File: src/rtl/two_source_bus_arbiter.sv
// Round-robin arbiter between two valid/ready requesters feeding a registered 16-bit output stage.
// Optional grant counters are built when ARB_GRANT_STATS_EN is defined.
module two_source_bus_arbiter #(
    parameter int unsigned MAX_BURST = 2
) (
    input  logic        in_clk,
    input  logic        in_reset_n,
    input  logic [15:0] in_one,
    input  logic        in_one_valid,
    output logic        ou_one_ready,
    input  logic [15:0] in_two,
    input  logic        in_two_valid,
    output logic        ou_two_ready,
    output logic [15:0] ou_result,
    output logic        ou_result_valid,
    input  logic        in_result_ready,
    output logic        ou_select,
    input  logic        in_stats_clear,
    output logic [15:0] ou_one_count,
    output logic [15:0] ou_two_count
);

    typedef enum logic {
        SRC_ONE = 1'b0,
        SRC_TWO = 1'b1
    } src_e;

    localparam logic [3:0] BURST_LIMIT = 4'(MAX_BURST);

    logic [15:0] result_q;
    logic        result_valid_q;
    src_e        last_q;
    logic [3:0]  burst_cnt_q;

    logic        slot_open;
    logic        grant_any;
    src_e        grant;

    // A zero burst count only exists straight after reset; treating it as an
    // exhausted burst hands the first contention to the requester that is not `last`.
    always_comb begin
        slot_open = !result_valid_q || in_result_ready;
        grant     = last_q;
        grant_any = 1'b0;
        if (in_reset_n && slot_open) begin
            if (in_one_valid && in_two_valid) begin
                grant_any = 1'b1;
                if (burst_cnt_q != '0 && burst_cnt_q < BURST_LIMIT) begin
                    grant = last_q;
                end else begin
                    grant = (last_q == SRC_ONE) ? SRC_TWO : SRC_ONE;
                end
            end else if (in_one_valid) begin
                grant_any = 1'b1;
                grant     = SRC_ONE;
            end else if (in_two_valid) begin
                grant_any = 1'b1;
                grant     = SRC_TWO;
            end
        end
    end

    assign ou_one_ready    = grant_any && (grant == SRC_ONE);
    assign ou_two_ready    = grant_any && (grant == SRC_TWO);
    assign ou_select       = grant;
    assign ou_result       = result_q;
    assign ou_result_valid = result_valid_q;

    always_ff @(posedge in_clk or negedge in_reset_n) begin
        if (!in_reset_n) begin
            result_q       <= '0;
            result_valid_q <= 1'b0;
            last_q         <= SRC_TWO;
            burst_cnt_q    <= '0;
        end else if (grant_any) begin
            result_q       <= (grant == SRC_TWO) ? in_two : in_one;
            result_valid_q <= 1'b1;
            if (grant == last_q) begin
                if (burst_cnt_q < BURST_LIMIT) begin
                    burst_cnt_q <= burst_cnt_q + 4'd1;
                end
            end else begin
                last_q      <= grant;
                burst_cnt_q <= 4'd1;
            end
        end else if (in_result_ready) begin
            result_valid_q <= 1'b0;
        end
    end

`ifdef ARB_GRANT_STATS_EN
    logic [15:0] one_cnt_q;
    logic [15:0] two_cnt_q;

    always_ff @(posedge in_clk or negedge in_reset_n) begin
        if (!in_reset_n) begin
            one_cnt_q <= '0;
            two_cnt_q <= '0;
        end else if (in_stats_clear) begin
            one_cnt_q <= '0;
            two_cnt_q <= '0;
        end else if (grant_any) begin
            if (grant == SRC_ONE && one_cnt_q != '1) begin
                one_cnt_q <= one_cnt_q + 16'd1;
            end
            if (grant == SRC_TWO && two_cnt_q != '1) begin
                two_cnt_q <= two_cnt_q + 16'd1;
            end
        end
    end

    assign ou_one_count = one_cnt_q;
    assign ou_two_count = two_cnt_q;
`else
    logic stats_clear_unused;
    assign stats_clear_unused = in_stats_clear;
    assign ou_one_count       = '0;
    assign ou_two_count       = '0;
`endif

endmodule

File: config.mk
export PLATFORM = sky130hd
export DESIGN_NAME = two_source_bus_arbiter
export DESIGN_NICKNAME = d
export VERILOG_FILES = /design/src/rtl/two_source_bus_arbiter.sv
export SDC_FILE = /design/constraint.sdc
export NUM_CORES = 1
export LEC_CHECK = 0
export ABC_AREA = 1
export CAP_MARGIN = 25
export CORE_ASPECT_RATIO = 0.8
export CORE_MARGIN = 2
export CORE_UTILIZATION = 39
export DETAILED_ROUTE_END_ITERATION = 16
export PLACE_DENSITY = 0.85
export SLEW_MARGIN = 30
export SYNTH_ARGS = -nofsm -noshare
export SYNTH_HDL_FRONTEND = slang
export SYNTH_SLANG_ARGS = --single-unit
File: constraint.sdc
create_clock -name in_clk -period 3.19 [get_ports in_clk]
set_input_delay 0.7975 -clock in_clk [delete_from_list [all_inputs] [get_ports in_clk]]
set_output_delay 0.7975 -clock in_clk [all_outputs]
set_load 0.02 [all_outputs]
==> flow_summary.toml <==
[outcome]
outcome = "finished clean"

[layout]
insertedDiodeCount = 0
syn_to_final_growth_pct = 41.7
drive_gt1_share_pct = 14.4
fin_cells = 278
fin_nets = 277

[yosys]
synth_compound_area_share_pct = 4.19
yosys.area.top_type_share_pct = 37.5
synth_seq_area_share_pct = 39.3
synth_cell_type_count = 26
yosys.area_share.simple_pct = 31.3
yosys_warnings = 0
synth_top_family_by_area = "simple AND/OR/NAND/NOR gates"
synthMuxAreaShare_pct = 0
synth_area_leaders = "dfrtp_1, buf_4, nand2_1"
ys_ff_latch = 22
synth_area_mm2 = 0.00140
synth_top_area_cell = "dfrtp_1"
synthCells = 169
synth-xor-area-share_pct = 0.624
synthAdderAreaFrac_pct = 1.78
syn_avg_cell_area_um2 = 8.30

[floorplan]
rows = 19
dieArea_mm2 = 0.00410
io_pins = 90
die_w_um = 71.1
start_util_pct = 40.7
fp.coreArea_mm2 = 0.00345
die_h_um = 57.6

[routing]
ant_nets = 0
viasPerCell = 4.27
dr_wl_met2_um = 1550
m1WireLength_um = 1250
via_count = 1187
wl_met3_um = 189
finalWirelength_um = 3120
wl_per_cell_um = 11.2
drc = 0
drtIter0Drc = 27
drt_first_pass_iters = 4
top_layer = "met4"

[clock_tree]
tritoncts = "yes"
clk_latency_ps = 260
cts_buffers = 3
cts-htree-levels = 1
clock_sinks = 22
clkTransAtPathRegs_ps = 80
root_buffer = "clkbuf_8"
cts_hold_buf = 0
ctsLongestPathBuffers = 2

[critical_path]
crit_path_end_kind = "primary output"
r2r_cells = 13
path_max_fanout = 3
cp.arrival_ps = 2260
path_class = "input port to primary output"
cp-start-kind = "input port"
worstPathRequired_ps = 2390

[timing]
setup_viol = 0
min_period_ps = 3050
maxSlewViolCount = 0
finalHoldViolCount = 0
fin_ws_ps = 135
rsz0062_at_grt = "no"
max_freq_mhz = 327
fin_setup_tns_ps = 0
hold_ws_ps = 498
min_period_over_period_pct = 95.8
skew_ps = 5.25

[pwr]
leakage_nw = 0.987
power_w = 0.00123
ir_worst_vdd_v = 0.000445
p_per_area_mw_per_mm2 = 619

[placed_design]
port-buffer-count = 56
dp_cells = 273
pre_cts_ws_ps = -169
place_congestion = 0.789
dp_hpwl_um = 2470

[global_routing]
antenna_found_initial = 0
overflow = 0
grt_usage_pct = 15.9
grt_pass1_vias = 1135
grt_pass1_wl_um = 5090
grt_start_max_net_pins = 23

[min_path]
hp-class = "flip-flop to flip-flop"
min_path_cells = 2

[run]
max_cap_viol_count = 0
synth_stat cells, drive strengths merged:
library cell and n:
conb 1, inv 9, ha 2, buf 35, xnor2 1, o21ai 5
nand3 25, a21boi 1, nand4 1, nor2 7, dfstp 1, nand2 60
dfrtp 21
sequential cells by signal, indices dropped and copies added (netlist names):
name and flops:
last_q 1, ou_result 16, burst_cnt_q 4, ou_result_valid 1
layer usage:
metal  track usage, %  vias up
li1                 -      602
met1             20.1      530
met2             25.9       45
met3             3.83       10
met4             7.28        0
met5                0        -
worst max-delay path: stages:
cell             delay [ps]
clkdlybuf4s50_1         440
o21ai_2                 230
inv_2                   110
o21ai_4                 240
nand2_4                  70
inv_4                    50
dlygate4sd2_1           320
cell type report:
class                      count  area, µm²
multi-input combinational    134        652
fill                         306       1460
sequential                    22        552
timing repair buffer          67        648
clock buffer                   4       45.0
tap                           42       52.6
inverter                       9       38.8
placed cells by master (no fill, tap or decap), types with 2 or more instances in the layout:
cell	netlist	layout
nand2_1	54	54
clkdlybuf4s50_1	0	53
conb_1	1	32
nand3_1	23	23
dfrtp_1	21	21
buf_4	32	10
inv_1	5	5
nand2_2	5	5
nor2_1	4	4
clkbuf_8	0	3
inv_2	2	2
o21ai_4	2	2
inv_4	2	2
o21ai_0	2	2
nand3_2	2	2
ha_1	2	2
dlygate4sd2_1	0	2
repair_timing:
action / 4_1_cts / 5_1_grt
buffers inserted: 1 / 0
pin swaps: 1 / 0
gates resized for setup: 3 / 2
endpoints found under the setup margin: 3 / 1
metrics by stage:
step / area (µm²) / util (%)
2_1_floorplan: 1520 / -
4_1_cts: 1990 / 57.8
3_3_place_gp: 1930 / 56.0
5_1_grt: 1990 / 57.7
3_5_place_dp: 1930 / 56.0
6_report: 1990 / 57.7
logic make-up (layout without fill, tap and decap cells):
family,after synthesis,after routing
and+or+nand+nor,93,93
buffers and inverters,44,80
DFF,22,22
AOI/OAI and AO/OA,6,6
adders and majority gates,2,2
other,1,32
xor gates and xnor gates,1,1
report_power, final:
| part | total, W | internal (W) | switching [W] |
|---|---|---|---|
| logic | 0.000628 | 0.000284 | 0.000345 |
| clock network | 0.000174 | 0.0000889 | 0.0000855 |
| registers | 0.000428 | 0.000369 | 0.0000592 |
| total | 0.00123 | 0.000742 | 0.000490 |
worst paths after layout:
path                                             from                         to  slack (ps)
min in group asynchronous                  in_reset_n   ou_result[8]$_DFFE_PN0P_         970
max in group asynchronous                  in_reset_n         last_q$_DFFE_PN1P_        1940
setup reg to reg           burst_cnt_q[1]$_DFFE_PN0P_   ou_result[3]$_DFFE_PN0P_        1380
hold reg to reg             ou_result[11]$_DFFE_PN0P_  ou_result[11]$_DFFE_PN0P_         500
hold / removal              ou_result[11]$_DFFE_PN0P_  ou_result[11]$_DFFE_PN0P_         500
setup / recovery                      in_result_ready               ou_two_ready         140
No activity file was read; power rests on OpenSTA's default activity.
